--- src/rtl/seq_divider_pkg.sv ---
// seq_divider shared definitions.
// Default width, FSM states and counter sizing.
package seq_divider_pkg;

  localparam int W_DEF = 4;

  typedef enum logic {
    IDLE,
    RUN
  } state_t;

  function automatic int cnt_w(input int w);
    return $clog2(2 * w) + 1;
  endfunction

endpackage

--- src/rtl/seq_divider_if.sv ---
// seq_divider start/busy/done handshake bundle.
// master drives requests, slave returns results.
interface seq_divider_if
  import seq_divider_pkg::*;
#(
  parameter int W = W_DEF
);

  logic           start;
  logic [2*W-1:0] dividend;
  logic [W-1:0]   divisor;
  logic           busy;
  logic           done;
  logic [2*W-1:0] quotient;
  logic [W-1:0]   remainder;
  logic           div_by_zero;

  modport master (
    output start, dividend, divisor,
    input  busy, done, quotient,
    input  remainder, div_by_zero
  );

  modport slave (
    input  start, dividend, divisor,
    output busy, done, quotient,
    output remainder, div_by_zero
  );

endinterface

--- src/rtl/seq_divider_div_step.sv ---
// One restoring division step:
// shift in a dividend bit, compare, subtract.
module seq_divider_div_step
  import seq_divider_pkg::*;
#(
  parameter int W = W_DEF
) (
  input  logic [W-1:0] i_r,
  input  logic         i_bit,
  input  logic [W-1:0] i_d,
  output logic [W-1:0] o_r,
  output logic         o_q
);

  logic [W:0] w_t;

  assign w_t = {i_r, i_bit};
  assign o_q = (w_t >= {1'b0, i_d});
  // Difference is below D, so it fits W bits.
  assign o_r = o_q ? (w_t[W-1:0] - i_d)
                   : w_t[W-1:0];

endmodule

--- src/rtl/seq_divider.sv ---
// Unsigned restoring divider, 2W/W -> 2W q, W r.
// One quotient bit per clock; divide-by-zero flagged.
module seq_divider
  import seq_divider_pkg::*;
#(
  parameter int W = W_DEF
) (
  input  logic   clock,
  input  logic   reset,
  seq_divider_if.slave bus
);

  localparam int CW = cnt_w(W);
  localparam logic [CW-1:0] LAST = CW'(2 * W - 1);

  state_t r_state;
  state_t w_next;

  logic [CW-1:0]  r_cnt;
  logic [2*W-1:0] r_q;
  logic [W-1:0]   r_r;
  logic [W-1:0]   r_d;
  logic [2*W-1:0] r_quot;
  logic [W-1:0]   r_rem;
  logic           r_done;
  logic           r_dbz;

  logic           w_zero;
  logic           w_last;
  logic           w_qbit;
  logic [W-1:0]   w_r;

  assign w_zero = (bus.divisor == '0);
  assign w_last = (r_cnt == LAST);

  seq_divider_div_step #(.W(W)) u_step (
    .i_r   (r_r),
    .i_bit (r_q[2*W-1]),
    .i_d   (r_d),
    .o_r   (w_r),
    .o_q   (w_qbit)
  );

  always_ff @(posedge clock) begin
    if (reset) r_state <= IDLE;
    else       r_state <= w_next;
  end

  always_comb begin
    w_next = r_state;
    case (r_state)
      IDLE: if (bus.start && !w_zero) w_next = RUN;
      RUN:  if (w_last) w_next = IDLE;
    endcase
  end

  always_ff @(posedge clock) begin
    if (reset) begin
      r_cnt  <= '0;
      r_q    <= '0;
      r_r    <= '0;
      r_d    <= '0;
      r_quot <= '0;
      r_rem  <= '0;
      r_done <= 1'b0;
      r_dbz  <= 1'b0;
    end else begin
      r_done <= 1'b0;
      case (r_state)
        IDLE: begin
          if (bus.start && w_zero) begin
            r_quot <= '1;
            r_rem  <= '0;
            r_dbz  <= 1'b1;
            r_done <= 1'b1;
          end else if (bus.start) begin
            r_q   <= bus.dividend;
            r_r   <= '0;
            r_d   <= bus.divisor;
            r_cnt <= '0;
            r_dbz <= 1'b0;
          end
        end
        RUN: begin
          r_q   <= {r_q[2*W-2:0], w_qbit};
          r_r   <= w_r;
          r_cnt <= r_cnt + CW'(1);
          if (w_last) begin
            r_quot <= {r_q[2*W-2:0], w_qbit};
            r_rem  <= w_r;
            r_done <= 1'b1;
          end
        end
      endcase
    end
  end

  assign bus.busy        = (r_state == RUN);
  assign bus.done        = r_done;
  assign bus.quotient    = r_quot;
  assign bus.remainder   = r_rem;
  assign bus.div_by_zero = r_dbz;

endmodule

--- src/flat_wrapper.sv ---
// flat-port wrapper written by rule: the top's interface ports become plain ports
module seq_divider_flat import seq_divider_pkg::*;
#(
  parameter int W = W_DEF
)
  (clock, reset, bus_start, bus_dividend, bus_divisor, bus_busy, bus_done, bus_quotient, bus_remainder, bus_div_by_zero);
  seq_divider_if #(.W(W)) bus_i ();
  input  logic clock;
  input  logic reset;
  input wire logic [$bits(bus_i.start)-1:0] bus_start;
  input wire logic [$bits(bus_i.dividend)-1:0] bus_dividend;
  input wire logic [$bits(bus_i.divisor)-1:0] bus_divisor;
  output wire logic [$bits(bus_i.busy)-1:0] bus_busy;
  output wire logic [$bits(bus_i.done)-1:0] bus_done;
  output wire logic [$bits(bus_i.quotient)-1:0] bus_quotient;
  output wire logic [$bits(bus_i.remainder)-1:0] bus_remainder;
  output wire logic [$bits(bus_i.div_by_zero)-1:0] bus_div_by_zero;
  assign bus_i.start = bus_start;
  assign bus_i.dividend = bus_dividend;
  assign bus_i.divisor = bus_divisor;
  assign bus_busy = bus_i.busy;
  assign bus_done = bus_i.done;
  assign bus_quotient = bus_i.quotient;
  assign bus_remainder = bus_i.remainder;
  assign bus_div_by_zero = bus_i.div_by_zero;
  seq_divider #(.W(W)) u_core (.clock(clock), .reset(reset), .bus(bus_i));
endmodule
--- config.mk ---
export PLATFORM = sky130hd
export DESIGN_NAME = seq_divider_flat
export DESIGN_NICKNAME = d
export VERILOG_FILES = /design/src/rtl/seq_divider_pkg.sv /design/src/rtl/seq_divider_if.sv /design/src/rtl/seq_divider_div_step.sv /design/src/rtl/seq_divider.sv /design/src/flat_wrapper.sv
export SDC_FILE = /design/constraint.sdc
export NUM_CORES = 1
export LEC_CHECK = 0
export BUFFER_PORTS_ARGS = -buffer_cell sky130_fd_sc_hd__buf_2
export CAP_MARGIN = 20
export CORE_UTILIZATION = 49
export DETAILED_ROUTE_END_ITERATION = 12
export GPL_TIMING_DRIVEN = 1
export PLACE_DENSITY_LB_ADDON = 0.15
export SYNTH_ARGS = -nofsm -noshare
export SYNTH_HDL_FRONTEND = slang
export SYNTH_SLANG_ARGS = --single-unit
--- constraint.sdc ---
create_clock -name clock -period 1.8 [get_ports clock]
set_clock_uncertainty 0.2 [all_clocks]
set_input_delay 0.27 -clock clock [delete_from_list [all_inputs] [get_ports clock]]
set_output_delay 0.27 -clock clock [all_outputs]
set_load 0.005 [all_outputs]
* Word-level counts from Yosys, hierarchy flattened *
Cells that the tools add are included.

word-level totals
  word-level logic and storage cells = 50
  flip-flop bits (word level) = 35

operators by class
  magnitude comparators = 1
  reduce and logical (&&, ||, !) cells = 9
  bitwise operators = 2
  equality and inequality tests = 5
  mux-type cells = 22
  add/subtract/negate cells = 2

operators by type and width
  cell                 number
  $mux 8               4
  $pmux 8 s2           2
  $pmux 4 s2           3
  $mux 4               5
  $mux 1               6
  $ne 2x2->1 const B   3
  $reduce_and 2->1     3
  $ge 5x4->1           1
  $add 4x1->4 const B  1
  $eq 4x3->1 const B   1
  $logic_not 4->1      1
  $pmux 1 s2           2
  $sub 4x4->4          1
  $reduce_and 3->1     1
  $logic_and 1x1->1    2
  $ne 2x1->1 const B   1
  $not 1->1            2
  $reduce_bool 2->1    1
  $logic_not 1->1      1

* Longest topological paths before layout *
Gate-level depths: netlist (run 1).

  depth in word-level cells = 5
  mapped depth = 7
  gate-level depth less buffers = 6

* Hierarchy *
From an unflattened synthesis (run 1), not the netlist that was laid out.

unflattened totals
  cells, all modules = 197
  area total of the unflattened synthesis = 1760.4 µm²

modules (own cells, without submodules)
  module                instances  area each (µm²)  sequential area each (µm²)  cells each
  seq_divider           1          1536.5           700.7                       169
  seq_divider_div_step  1          224.0            0.0                         28

* Worst setup path before layout (run 1) *
Ideal clock, no wire load.

  path kind = register to register
  from = reg u_core.r_d[1]
  to = reg u_core.r_r[0]
  path slack = -0.027 ns
  library setup time = 0.117 ns
  period minus slack after synthesis = 1.827 ns
  stages on the path, launching flop included = 7
  arrival time = 1.509 ns
  path through = dfxtp_1 inv_1 ha_1 nand4_1 nand2_1 or3_1 a32o_1

between the ends
  cells in the longest elaborated chain, start to end = 3

RTL lines
  element                 RTL line                    source
  from (decl)             seq_divider.sv:22           logic [W-1:0] r_d;
  from (signal assigned)  seq_divider.sv:79           r_d <= bus.divisor;
  $ge 5x4->1              seq_divider_div_step.sv:18  assign o_q = (w_t >= {1'b0, i_d});
  $mux 4                  seq_divider_div_step.sv:20  assign o_r = o_q ? (w_t[W-1:0] - i_d)
  $pmux 4 s2              seq_divider.sv:69           case (r_state)
  to (signal assigned)    seq_divider.sv:86           r_r <= w_r;
  to (decl)               seq_divider.sv:21           logic [W-1:0] r_r;

Every way passes these cells.
A chain may end at the register's enable or synchronous reset.

* Worst setup path after layout (run 1) *
  from = reg u_core.r_d[3]
  to = reg u_core.r_r[0]

The elaborated chain is that of the path after synthesis.

==> metrics.txt, run 1 <==
status=finished with violations; failing checks=setup timing; Wirelength per Cell=14.8 um; fin cells=272; Avg Cell Area, Syn=around 9.5 um2; DRT iter0 DRCs=between 50 and 60; IO buf count=29; Final Hold Slack=between 20 and 25 ps; ranking of synthesized cells by area=dfxtp_1 42%, nor2_1 6.1%, a211oi_2 6.1%; register area=slightly above 700 um2; library cells used by synthesis=42; drt total wl=between 4000 and 5000 um; Clock Latency Late Sink=approximately 350 ps; hpwl dp=about 2800 um; largest net degree at the start of global routing=16; grt total ovfl=0; worst-path maximum fanout=5; Crit. path cell count=6; routed vias=about 1500; DIE WIDTH=approximately 60 um; clock buffer depth=2; vias in the first global route=1385; initial antenna violation count=0; Setup TNS=-39.4 ps; Post-Synthesis Cells=173; slowest cell delay on critical path=around 380 ps; Final #Nets=around 250; maxcap violations=0; final hold viol count=0; sequential area share after synthesis=around 42%; drc violations=0; vias per cell=roughly 5.4; Post-synth EDFFs=0; Least-Margin Pin Slew=about 370 ps; final setup violation count=3; Starting Density=between 50% and 60%; Crit path buffers/inverters=1; Initial DRT Pass Iterations=4; Synth Register Bits=35; final worst-path setup slack=-16.8 ps; critical-path cell list=inv_1 > ha_4 > nand4_1 > nand2_2 > or3_1 > a32o_1; overall routing resource usage=between 20% and 30%; Worst Setup End Kind=flip-flop; syn nets=between 150 and 200; Clock Sinks=35; synthesized area=0.00165 mm2; RD Place Congestion=0.925; Core Footprint=0.00313 mm2; Hold/Removal Path Class=input pin to flip-flop; first-pass GRT wire length=between 6000 and 7000 um; Clock transition at path regs=around 100 ps; Max VDD drop=0.000582 V; # H-tree levels=2; Peak Freq=about 0.55 GHz; Area growth, synth to finish=34.3%; die area=around 0.0036 mm2; Post-synth top flop=dfxtp_1; largest area contributor in the netlist=dfxtp_1; count leader, synth=dfxtp_1; Setup crit start kind=flip-flop; static leakage=roughly 0.00092 uW; relative slew slack=roughly 75%; Detail Route Antenna Nets=0; Critical Path RT=between 1500 and 2000 ps; crit path DAT=1870 ps; asr flop ratio synth=0%; Slew Viols, Final=0; DP Cell Count=~260; root buf cell=clkbuf_4; post-synth top area share=a little over two fifths; Post-synth top cells=35 x dfxtp_1, 27 x nor2_1, 12 x inv_1; I/O Pins=30; Rows=20; n_diodes=0; Crit Path Class=flip-flop to flip-flop; R2R cell count=6; crit share post-route=101%; Pwr Density=883 mW/mm2; fillers=between 200 and 250; Synth warnings=0; die height=between 60 and 70 um; clock period minus worst slack=1820 ps; share of cells above drive strength 1=between 40 and 50%; RSZ-0062 raised after global routing=yes; CP delay by family, top=simple AND/OR/NAND/NOR gates; CTS buffer count=5; critical path's slowest cell=or3_1; CTS tree=built; multi-input logic area=approximately 970 um2; Worst Hold Depth=3
## cell families after synthesis
group	after synthesis	share of synthesized area [%]
AND/OR/NAND/NOR	55	17.0
AO/OA/AOI/OAI	45	23.7
flip-flops	35	42.5
buffers and inverters	22	5.92
multiplexers	8	4.86
adder cells (fa/ha/maj)	6	5.01
XOR/XNOR	2	1.06
## placed cells by master, fill, tap and decap left out, drive strengths merged, types with 6 or more instances in the layout
| master | n |
|---|---|
| dfxtp | 35 |
| a311oi | 8 |
| a21oi | 7 |
| buf | 56 |
| a211oi | 10 |
| inv | 12 |
| clkbuf | 8 |
| nand2 | 6 |
| mux2i | 8 |
| nor2 | 27 |
## worst paths after layout
kind	from	end	slack, ps
setup / recovery	u_core.r_d[3]$_SDFFE_PP0P_	u_core.r_r[0]$_SDFFE_PP0P_	-20
hold / removal	bus_divisor[2]	u_core.r_d[2]$_SDFFE_PP0P_	20
setup reg to reg	u_core.r_d[3]$_SDFFE_PP0P_	u_core.r_r[0]$_SDFFE_PP0P_	-20
hold reg to reg	u_core.r_r[3]$_SDFFE_PP0P_	u_core.r_r[3]$_SDFFE_PP0P_	270
## worst reg2reg max path: cells and delay by family (launching register included)
| kind | cells | cell delay [ps] |
|---|---|---|
| compound gates | 1 | 250 |
| simple gates | 3 | 590 |
| buf+inv | 1 | 80 |
| fa+ha+maj | 1 | 250 |
| flops | 1 | 350 |
## through the flow
step	utilization, %	power (uW)	area, um2	worst slack, ps
2_1_floorplan	-	1150	1660	7.49
3_3_place_gp	63.0	1290	1970	-26.4
3_5_place_dp	63.0	1300	1970	-71.6
4_1_cts	69.0	1890	2160	-8.95
5_1_grt	70.8	2070	2210	-71.8
6_report	70.8	1950	2210	-16.8
## state kept, by name, indices dropped and copies added (netlist names)
| signal | count |
|---|---|
| u_core.r_r | 4 |
| u_core.bus.div_by_zero | 1 |
| u_core.bus.quotient | 8 |
| u_core.bus.busy | 1 |
| u_core.r_q | 8 |
| u_core.bus.remainder | 4 |
| u_core.bus.done | 1 |
| u_core.r_d | 4 |
| u_core.r_cnt | 4 |
## report_power, final
part / switching (uW) / internal, uW / leakage (uW)
registers: 37.9 / 820 / 0.000288
logic: 305 / 303 / 0.000596
clock network: 259 / 230 / 0.0000386
total: 602 / 1350 / 0.000923
## cell type report
cell class | instances | area share [%]
multi-input cells | 116 | 43.9
well taps | 44 | 2.49
flip-flops and latches | 35 | 32.0
clock buffers | 8 | 3.11
repair buffers | 57 | 16.5
inverters | 12 | 2.03
## what timing repair did
action | 4_1_cts | 5_1_grt
resized for setup | 13 | 14
pin swaps | 5 | 5
hold buffers | 1 | 0
setup buffers | 4 | 1
endpoints found under the setup margin | 8 | 15
endpoints found under the hold margin | 1 | 0
## per-layer routing
layer | GRT usage [%] | share of wire [%] | vias to the layer above
met2 | 38.9 | 49 | 39
met4 | 12.0 | 1.7 | 0
met3 | 9.96 | 5.0 | 6
li1 | - | - | 735
met5 | 0 | 0 | -
met1 | 31.8 | 44 | 698
Power figures use the tool's default switching activity.
==> inputs of run 2 (changes only) <==
Settings changed: CORE_MARGIN from default to 2, PLACE_DENSITY from default to 0.8, PLACE_DENSITY_LB_ADDON 0.15 to default.
==> metrics.txt, run 2 (synthesis gave the netlist of run 1 again) <==
status=finished with violations; failing checks=setup timing; final hold viol count=0; maxcap violations=0; commonest non-fill, non-tap cell in the layout=buf_2; Tot Pwr=about 2000 uW; CTS tree=built; DRT iter0 DRCs=roughly 110; # H-tree levels=2; routed vias=~1500; fillers=between 200 and 250; DIE WIDTH=just over 60 um; Initial DRT Pass Iterations=4; n_diodes=0; final core occ=roughly two thirds; Peak Freq=about 0.55 GHz; IO buf count=29; relative slew slack=between 70% and 80%; Detail Route Antenna Nets=0; overall routing resource usage=roughly a fifth; Setup TNS=-43.6 ps; CTS buffer count=5; final worst-path setup slack=-29.8 ps; RD Place Congestion=roughly 0.82; drc violations=0; Starting Density=about half; clock buffer depth=2; grt total ovfl=0; drt total wl=3890 um; root buf cell=clkbuf_4; Clock Sinks=35; Pwr Density=around 920 mW/mm2; clock period minus worst slack=around 1800 ps; Max VDD drop=~0.00037 V; hpwl dp=about 2600 um; vias per cell=roughly 5.5; crit path DAT=between 1500 and 2000 ps; crit share post-route=102%; static leakage=roughly 0.00091 uW; RSZ-0062 raised after global routing=yes; Setup crit start kind=flip-flop; Hold/Removal Path Class=input pin to flip-flop; Worst Setup End Kind=flip-flop; final setup violation count=3; initial antenna violation count=0; Slew Viols, Final=0; Crit Path Class=flip-flop to flip-flop; Area growth, synth to finish=34.6%; commonest non-fill, non-tap cells in the layout=29 x buf_2, 27 x dfxtp_1, 25 x nor2_1, 23 x buf_4, 9 x inv_1; first-pass GRT wire length=between 5000 and 6000 um; die height=approximately 62 um; Clock transition at path regs=between 100 and 150 ps; largest net degree at the start of global routing=22; Core Footprint=roughly 0.0033 mm2; I/O Pins=30; die area=0.00385 mm2; vias in the first global route=around 1300; Least-Margin Pin Slew=390 ps; Wirelength per Cell=around 14 um; Clock Latency Late Sink=between 300 and 400 ps; worst-path maximum fanout=8; Place WS=-58.6 ps; share of cells above drive strength 1=a little under half; Final #Nets=about 250; Critical Path RT=around 1800 ps; Rows=21
## run 2: changes by cell type in the layout (fill, tap and decap cells not counted), sizes merged
cell,change
clkinv,+2
bufinv,+1
buf,-3
clkbuf,-3
## run 2: routing by layer
metal	wire [um]	global-route usage [%]	up-vias
met2	1930	34.1	41
li1	-	-	728
met5	0	0	-
met1	1690	24.4	703
met4	99	9.42	0
met3	165	5.80	12
## run 2: layout make-up
class	instances	area [um2]	share of cell area, %
tap	46	57.6	2.59
clock inverter	3	43.8	1.97
clock buffer	5	37.5	1.69
sequential	35	711	32.0
timing repair buffer	54	339	15.3
inverter	12	45.0	2.03
multi-input combinational	116	986	44.4
## run 2: worst max-delay path: stages (launching register included)
cell	delay, ps
dfxtp_2	350
inv_2	40
ha_4	250
o21ai_4	170
a21oi_4	80
or3_4	400
a32o_1	230
## run 2: metrics by stage
stage          instances  hold WS (ps)  area, um2
2_1_floorplan        173           206       1660
3_3_place_gp         261           243       1980
3_5_place_dp         261           246       1980
4_1_cts              271          4.92       2150
5_1_grt              271          20.1       2220
6_report             271          15.2       2220
## run 2: repair_timing
action,4_1_cts,5_1_grt
hold buffers,1,0
setup endpoints to repair,7,17
setup buffers,1,0
hold endpoints to repair,1,0
gates resized for setup,12,20
pin swaps,11,12
## run 2: path summary, 6_finish.rpt
kind | endpoint | slack [ps] | from | cells after the start
min | u_core.r_d[0]$_SDFFE_PP0P_ | 20 | bus_divisor[0] | 3
min reg2reg | u_core.bus.quotient[6]$_SDFFE_PP0P_ | 300 | u_core.r_q[5]$_SDFFE_PP0P_ | 2
max | u_core.r_r[2]$_SDFFE_PP0P_ | -30 | u_core.r_d[2]$_SDFFE_PP0P_ | 6
max reg2reg | u_core.r_r[2]$_SDFFE_PP0P_ | -30 | u_core.r_d[2]$_SDFFE_PP0P_ | 6
## run 2: where the power goes
group	switching (uW)	total (uW)	internal [uW]	leakage, uW
combinational	314	606	292	0.000581
sequential	38.9	860	821	0.000289
clock	279	571	292	0.0000452
